==> config.mk <==
export PLATFORM = sky130hd
export DESIGN_NAME = uart_tx_buffered
export DESIGN_NICKNAME = d
export VERILOG_FILES = /design/src/rtl/uart_tx_buffered.sv
export SDC_FILE = /design/constraint.sdc
export NUM_CORES = 1
export LEC_CHECK = 0
export BUFFER_PORTS_ARGS = -buffer_cell sky130_fd_sc_hd__buf_2
export CORE_ASPECT_RATIO = 1.75
export CORE_MARGIN = 2
export CORE_UTILIZATION = 58
export CTS_BUF_LIST = sky130_fd_sc_hd__clkbuf_4
export CTS_CLUSTER_SIZE = 28
export DETAILED_ROUTE_END_ITERATION = 10
export HOLD_SLACK_MARGIN = 0.05
export PLACE_DENSITY = 0.79
export SYNTH_ARGS = -nofsm -noshare
export SYNTH_HDL_FRONTEND = slang
export SYNTH_SLANG_ARGS = --single-unit
==> constraint.sdc <==
create_clock -name clk -period 3.1 [get_ports clk]
set_clock_uncertainty 0.05 [all_clocks]
set_input_delay 0.62 -clock clk [delete_from_list [all_inputs] [get_ports clk]]
set_output_delay 0.62 -clock clk [all_outputs]
set_load 0.01 [all_outputs]
==> src/rtl/uart_tx_buffered.sv <==
// FIFO-buffered 8N1 UART transmitter on the CPU data bus.
// DATA (addr 0) pushes bytes into a FIFO; STAT/CTRL (addr 1) exposes
// ready/empty/idle/ovf and accepts clear-overflow, flush and irq enable.
// Optional feature: define UART_TX_BUFFERED_IRQ_EN to add the irq_en register
// and drive tx_irq_n from it; without it tx_irq_n is tied high.
module uart_tx_buffered #(
    parameter int unsigned CLK_FREQ   = 25_000_000,
    parameter int unsigned BAUD_RATE  = 9600,
    parameter int unsigned FIFO_DEPTH = 16
) (
    input  logic       clk,
    input  logic       rst,
    input  logic       cs,
    input  logic       addr,
    input  logic       we,
    input  logic [7:0] data_in,
    output logic [7:0] data_out,
    output logic       tx,
    output logic       tx_irq_n
);

    localparam int unsigned DIV = CLK_FREQ / BAUD_RATE;
    localparam int unsigned BW  = (DIV > 1) ? $clog2(DIV) : 1;
    localparam int unsigned PW  = (FIFO_DEPTH > 1) ? $clog2(FIFO_DEPTH) : 1;
    localparam int unsigned CW  = PW + 1;

    localparam logic [BW-1:0] BAUD_LAST = BW'(DIV - 1);
    localparam logic [CW-1:0] DEPTH_C   = CW'(FIFO_DEPTH);

    typedef enum logic [1:0] {
        StIdle,
        StStart,
        StData,
        StStop
    } state_e;

    logic [7:0]    mem_q [FIFO_DEPTH];
    logic [PW-1:0] wr_ptr_q, wr_ptr_d;
    logic [PW-1:0] rd_ptr_q, rd_ptr_d;
    logic [CW-1:0] count_q, count_d;
    logic          ovf_q, ovf_d;
    state_e        state_q, state_d;
    logic [7:0]    shift_q, shift_d;
    logic [2:0]    bit_cnt_q, bit_cnt_d;
    logic [BW-1:0] baud_q, baud_d;
    logic          tx_q, tx_d;

    logic wr_data;
    logic wr_ctrl;
    logic flush;
    logic fifo_empty;
    logic fifo_full;
    logic push;
    logic pop;
    logic baud_end;
    logic irq_en;

    assign wr_data    = cs & we & ~addr;
    assign wr_ctrl    = cs & we & addr;
    assign flush      = wr_ctrl & data_in[7];
    assign fifo_empty = (count_q == '0);
    assign fifo_full  = (count_q == DEPTH_C);
    // A full FIFO drops the byte even if the serializer pops this cycle.
    assign push       = wr_data & ~fifo_full;
    assign baud_end   = (baud_q == BAUD_LAST);

    // Serializer next-state: pop/load on IDLE or end of STOP, bit timing via baud counter.
    always_comb begin
        state_d   = state_q;
        shift_d   = shift_q;
        bit_cnt_d = bit_cnt_q;
        baud_d    = baud_q;
        pop       = 1'b0;
        unique case (state_q)
            StIdle: begin
                baud_d = '0;
                if (!fifo_empty) begin
                    pop       = 1'b1;
                    shift_d   = mem_q[rd_ptr_q];
                    bit_cnt_d = 3'd0;
                    state_d   = StStart;
                end
            end
            StStart: begin
                baud_d = baud_end ? '0 : baud_q + 1'b1;
                if (baud_end) begin
                    state_d = StData;
                end
            end
            StData: begin
                baud_d = baud_end ? '0 : baud_q + 1'b1;
                if (baud_end) begin
                    shift_d = {1'b0, shift_q[7:1]};
                    if (bit_cnt_q == 3'd7) begin
                        state_d = StStop;
                    end else begin
                        bit_cnt_d = bit_cnt_q + 3'd1;
                    end
                end
            end
            StStop: begin
                baud_d = baud_end ? '0 : baud_q + 1'b1;
                if (baud_end) begin
                    if (!fifo_empty) begin
                        // Chain straight into the next frame, no idle gap.
                        pop       = 1'b1;
                        shift_d   = mem_q[rd_ptr_q];
                        bit_cnt_d = 3'd0;
                        baud_d    = '0;
                        state_d   = StStart;
                    end else begin
                        state_d = StIdle;
                    end
                end
            end
            default: begin
                state_d = StIdle;
            end
        endcase
    end

    // Line level derived from the next state so tx is a clean flop output.
    always_comb begin
        tx_d = 1'b1;
        unique case (state_d)
            StStart: tx_d = 1'b0;
            StData:  tx_d = shift_d[0];
            default: tx_d = 1'b1;
        endcase
    end

    // FIFO pointer/count bookkeeping; flush wins over a same-cycle pop.
    always_comb begin
        wr_ptr_d = wr_ptr_q;
        rd_ptr_d = rd_ptr_q;
        count_d  = count_q;
        if (flush) begin
            rd_ptr_d = wr_ptr_q;
            count_d  = '0;
        end else begin
            if (push) begin
                wr_ptr_d = wr_ptr_q + 1'b1;
            end
            if (pop) begin
                rd_ptr_d = rd_ptr_q + 1'b1;
            end
            if (push && !pop) begin
                count_d = count_q + 1'b1;
            end else if (!push && pop) begin
                count_d = count_q - 1'b1;
            end
        end
    end

    // Sticky overflow flag: set on a dropped write, cleared by CTRL bit3.
    always_comb begin
        ovf_d = ovf_q;
        if (wr_data && fifo_full) begin
            ovf_d = 1'b1;
        end else if (wr_ctrl && data_in[3]) begin
            ovf_d = 1'b0;
        end
    end

    // Control/status register state.
    always_ff @(posedge clk) begin
        if (rst) begin
            wr_ptr_q  <= '0;
            rd_ptr_q  <= '0;
            count_q   <= '0;
            ovf_q     <= 1'b0;
            state_q   <= StIdle;
            shift_q   <= 8'h00;
            bit_cnt_q <= 3'd0;
            baud_q    <= '0;
            tx_q      <= 1'b1;
        end else begin
            wr_ptr_q  <= wr_ptr_d;
            rd_ptr_q  <= rd_ptr_d;
            count_q   <= count_d;
            ovf_q     <= ovf_d;
            state_q   <= state_d;
            shift_q   <= shift_d;
            bit_cnt_q <= bit_cnt_d;
            baud_q    <= baud_d;
            tx_q      <= tx_d;
        end
    end

    // FIFO storage; contents need no reset since count gates every read.
    always_ff @(posedge clk) begin
        if (push) begin
            mem_q[wr_ptr_q] <= data_in;
        end
    end

`ifdef UART_TX_BUFFERED_IRQ_EN
    logic irq_en_q, irq_en_d;
    logic irq_n_q, irq_n_d;

    // IRQ enable written by CTRL bit0; request asserted while the FIFO is empty.
    always_comb begin
        irq_en_d = wr_ctrl ? data_in[0] : irq_en_q;
        irq_n_d  = ~(irq_en_q & fifo_empty);
    end

    // IRQ registers.
    always_ff @(posedge clk) begin
        if (rst) begin
            irq_en_q <= 1'b0;
            irq_n_q  <= 1'b1;
        end else begin
            irq_en_q <= irq_en_d;
            irq_n_q  <= irq_n_d;
        end
    end

    assign irq_en   = irq_en_q;
    assign tx_irq_n = irq_n_q;
`else
    assign irq_en   = 1'b0;
    assign tx_irq_n = 1'b1;
`endif

    assign tx = tx_q;

    // Read mux: DATA reads zero, STAT reports live register state.
    always_comb begin
        data_out = 8'h00;
        if (addr) begin
            data_out = {3'b000, irq_en, ovf_q, fifo_empty & (state_q == StIdle),
                        fifo_empty, ~fifo_full};
        end
    end

endmodule

Word-level counts from Yosys, hierarchy flattened. Memories as Yosys holds them, arrays and structs flattened. A register that Yosys moved wholly into a read port is not among the register bits. Index checks and enable logic that the tools add are counted.

Input port bits: 13. Flip-flop bits (word level): 40. Word-level logic and storage cells: 89. Memories kept: 1. Bits in writable memories: 128.

Memories: mem_q (depth 16, bits a word 8, read ports 1, clocked after Yosys merged registers in 1, wr ports 1, RTL line 37) `logic [7:0] mem_q [FIFO_DEPTH];`.

Bitwise operators: 9. Equality and inequality tests: 11. Add/subtract/negate cells: 6. Reduce and logical (&&, ||, !) cells: 17. Muxes and demuxes: 35.

Operator list (count): 2-to-1 mux 12 bit (3); case mux 12 bit (3 select lines) (1); 2-to-1 mux 8 bit (3); case mux 8 bit (3 select lines) (1); 2-to-1 mux 4 bit (5); adder 12 x 1 -> 12 bit, second input constant (1); == test 12 bit, second input constant (1); 2-to-1 mux 3 bit (4); 2-to-1 mux 2 bit (5); 2-to-1 mux 5 bit (2); case mux 3 bit (3 select lines) (1); adder 4 x 1 -> 4 bit, second input constant (2); case mux 2 bit (4 select lines) (1); 2-to-1 mux 1 bit (7); AND 1 bit (6); == test 2 bit, second input constant (3); != test 2 bit, second input constant (3); nonzero test 2 bit (3); adder 5 x 1 -> 5 bit, second input constant (1); == test 5 bit, second input constant (1); logical NOT 5 bit (1); subtractor 5 x 1 -> 5 bit, second input constant (1); == test 2 x 1 -> 1 bit, second input constant (2); logical AND 1 bit (4); other kinds (11) (16).

Longest topological paths before layout.
Word-level depth: 8. Gate-level depth with buffers: 14. Depth with buffers taken out: 13.

Worst setup path before layout. No wires, ideal clock.

Path kind: flip-flop to flip-flop. Start point: reg baud_q[0]. End point: reg count_q[4]. Slack: -28 ps. Cell stages (with the launch flop): 15. Buffers on the path: 1. Clock period less this slack: 3128 ps. Arrival: 3008 ps. Cell sequence: dfxtp_1 -> ha_1 -> and4b_1 -> clkbuf_1 -> nand4_4 -> a211oi_4 -> inv_2 -> ha_1 -> inv_1 -> ha_1 -> a21o_1 -> a21oi_1 -> xnor2_1 -> or3_1 -> a21oi_1.

Cells in the longest elaborated chain, start to end: 6. Elaborated cells between the ends (all ways): 8. Those cells by class: eq/ne: 1; mux: 3; reduce/logical: 4.

RTL lines: from (decl) (RTL line 45) `logic [BW-1:0] baud_q, baud_d;`; from (signal assigned) (RTL line 185) `baud_q <= baud_d;`; == test 12 bit (*) (RTL line 65) `assign baud_end = (baud_q == BAUD_LAST);`; 2-to-1 mux 1 bit (*) (RTL line 103) `if (baud_end) begin`; case mux 1 bit (2 select lines) (*) (RTL line 74) `unique case (state_q)`; logical NOT 1 bit (RTL line 147) `if (push && !pop) begin`; logical AND 1 bit (RTL line 147); 2-to-1 mux 5 bit / nonzero test 2 bit (equally long branches); to (signal assigned) (RTL line 180) `count_q <= count_d;`; to (decl) (RTL line 40) `logic [CW-1:0] count_q, count_d;`.

Every way passes the cells marked *; elsewhere a longest branch is shown, timed or not. A chain may end at the register's enable or synchronous reset.

Worst setup path after layout.
Start point: reg baud_q[1]. End point: reg count_q[4].

Same word-level chain as after synthesis.

==> key figures <==
Run status
  – Status: complete, no violations

Critical path
  – Startpoint class of the critical path: flop
  – CP max stage delay: 380 ps
  – Required time worst endpoint: 3550 ps
  – Nature of the critical path endpoint: flop
  – WP buf/inv: 2
  – CP max FO: 4
  – CP max stage cell: dfxtp_1
  – CP Cell Sequence: ha_2, and4b_2, nand4_4, a211oi_4, inv_2, ha_1, inv_1, ha_1, a21o_1, a21oi_1, xnor2_1, or3_1, a21oi_1
  – Crit path kind: flop to flop
  – Worst path depth: 13
  – CP top delay family: compound AO/OA/AOI/OAI gates
  – Reg2Reg Depth: 13
  – CP arrival: 3380 ps

Detailed routing
  – Final WL: 14.1 mm
  – Routed Antenna Nets: 0
  – Initial DRC count: 343
  – Drt pass-1 iters: 4
  – # DRC: 0
  – Vias per std cell: 5.88
  – Wire per inst: 20.1 um
  – Via count of the routed design: 4,122

Timing
  – Max-slew violation count: 0
  – Slew at the pin with the worst max-slew slack: 1030 ps
  – Period utilization: 0.946
  – Setup TNS: 0 ps
  – Fin crit period: 2930 ps
  – Setup violations, final: 0
  – Final Hold Vio Count: 0
  – Fmax: 0.341 GHz
  – Unrepaired setup endpoints after global routing: false
  – Fin worst setup slack: 167 ps
  – Max-slew headroom: 0.310

Clock network
  – Clock sink count: 172
  – Htree depth: 4
  – PostCTS Resize Cnt: 0
  – Hold buffers post-CTS: 0
  – CTS tree: yes
  – CTS Root Cell: clkbuf_4
  – Clock-pin slew on the worst setup and hold paths: 160 ps
  – CTS buffer count: 17
  – Setup Buffers After CTS: 0
  – Clock latency on the worst-skew pair: 550 ps
  – Clock Tree Buf Depth: 2

Power and ir drop
  – Clock power share: 0.272
  – Comb pwr share: 0.227
  – Switch share: 0.287
  – Psw: 0.00156 W
  – Worst vdd ir: 0.367 mV
  – Leakage: 2.73 nW
  – Seq pwr share: 0.501
  – PD cells: 670 mW/mm^2
  – Int Power: 0.00388 W

Synth
  – Dominant cell by count in the synthesized netlist: edfxtp_1
  – Avg Cell Area, Syn: 15.4 sq um
  – Largest area contributor in the netlist: edfxtp_1
  – Yosys cell types: 60
  – Post-synth top cells: edfxtp_1, dfxtp_1, nor2_1, mux4_2, nand2_1
  – Post-synth top area share: 0.525
  – Synth Flop Type: edfxtp_1
  – Share of flip-flops with an asynchronous set or reset: 0
  – Sequential area share after synthesis: 0.646
  – Number of flops mapped to enable cells by yosys: 128
  – Yosys warns: 0
  – Seq cells post-synth: 172
  – Dominant cells by area after synthesis: edfxtp_1, dfxtp_1, mux4_2
  – Mapped Cells: 474
  – Post-Syn Area: 0.00732 sq mm

Floorplan
  – Die height: 153 um
  – Area of the core: 0.0124 sq mm
  – Die Width: 88.9 um
  – Starting density of the core: 0.592
  – I/O pins: 23
  – Core Rows: 54
  – Die area: 0.0136 sq mm

Global routing
  – Vias in the first global route: 4,138
  – GRT Overall Usage: 0.220
  – First-pass GRT wire length: 21.7 mm
  – Gr ovfl total: 0
  – Antenna violations before repair: 1
  – Largest net degree at the start of global routing: 21

Hold path
  – HP Class: primary input to flop
  – Worst hold path depth: 2

Cells and area
  – Nets: 550
  – Fill count: 885
  – Sequential standard cell area: 0.00473 sq mm
  – Layout cells sized above 1: 0.259
  – Area delta synth->final: 10.8%
  – Multi-input logic area: 0.00246 sq mm

Placed design
  – Final Wtd Congestion: 0.914
  – Hpwl dp: 9.94 mm
  – Placement Setup Slack: 143 ps
  – Port Buf Inserts: 17

Job
  – Max-cap check violation count: 0
[area by class of cell]
cell class	instances	area share
sequential	172	0.583
multi-input combinational	272	0.303
clock buffer	17	0.0157
timing repair buffer	47	0.0398
clock inverter	15	0.0279
antenna	1	0.000308
tap	168	0.0259
inverter	9	0.00416
[worst reg2reg max path, stage by stage (launching register included)]
cell and delay [ps]:
dfxtp_1 380, ha_2 200, and4b_2 270, nand4_4 140
a211oi_4 270, inv_2 50, ha_1 210, inv_1 140
ha_1 300, a21o_1 180, a21oi_1 170, xnor2_1 90
or3_1 310, a21oi_1 140
[placed cells by master, fill, tap and decap left out, types with 3 or more instances in the layout]
cell / count
conb_1: 5
o211ai_1: 14
mux2i_1: 13
edfxtp_1: 128
nor2_1: 40
nor3_1: 5
ha_1: 16
o21ai_0: 6
inv_8: 3
bufinv_16: 4
xnor2_1: 12
inv_1: 8
buf_4: 29
and3_1: 7
buf_2: 17
clkbuf_4: 17
xor2_1: 7
nand2_1: 26
nand2b_1: 3
nand3_1: 12
nand4_1: 5
and2_1: 3
inv_6: 5
mux2_2: 8
mux4_2: 32
dfxtp_1: 42
a21oi_1: 12
nor2b_1: 3
[power by group through the flow]
| stage | Combinational, W | Clock, W | Sequential [W] |
|---|---|---|---|
| after floorplan | 0.000965 | 0 | 0.00268 |
| after global placement | 0.00118 | 0 | 0.00277 |
| after detailed placement | 0.00122 | 0 | 0.00277 |
| after CTS | 0.00123 | 0.00150 | 0.00272 |
| after global routing | 0.00133 | 0.00159 | 0.00274 |
| final | 0.00123 | 0.00148 | 0.00272 |
[state kept, by name (all words and copies together) (netlist names), named ones only]
name       flops
wr_ptr_q       4
mem_q        128
ovf_q          1
tx             1
shift_q        8
state_q        2
count_q        5
baud_q        12
bit_cnt_q      3
rd_ptr_q       4
[cells by family after synthesis]
| logic type | synth area share |
|---|---|
| DFF | 0.646 |
| and+or+nand+nor | 0.0850 |
| AOI/OAI and AO/OA | 0.0648 |
| muxes | 0.129 |
| buffers and inverters | 0.0205 |
| xor gates and xnor gates | 0.0227 |
| adders and majority gates | 0.0318 |
| other | 0.00103 |
[stage by stage]
step	utilization	power [W]	cell area (sq um)	cells	hold WS (ps)
after floorplan	-	0.00365	7330	477	376
after global routing	0.656	0.00566	8110	701	342
after global placement	0.627	0.00394	7750	668	390
after detailed placement	0.627	0.00399	7750	668	405
after CTS	0.655	0.00545	8100	700	341
final	0.656	0.00543	8110	701	370
[worst paths after layout]
kind / startpoint / to / slack (ps)
setup / recovery: baud_q[1] / count_q[4] / 170
hold / removal: rst / ovf_q / 370
setup reg to reg: baud_q[1] / count_q[4] / 170
hold reg to reg: baud_q[0] / baud_q[0] / 390
[per-layer routing]
metal | track usage | wire, um
met1 | 0.238 | 5150
met2 | 0.405 | 8280
met3 | 0.0385 | 454
met4 | 0.0924 | 214
met5 | 0 | 0
No activity file was read; power rests on OpenSTA's default activity.
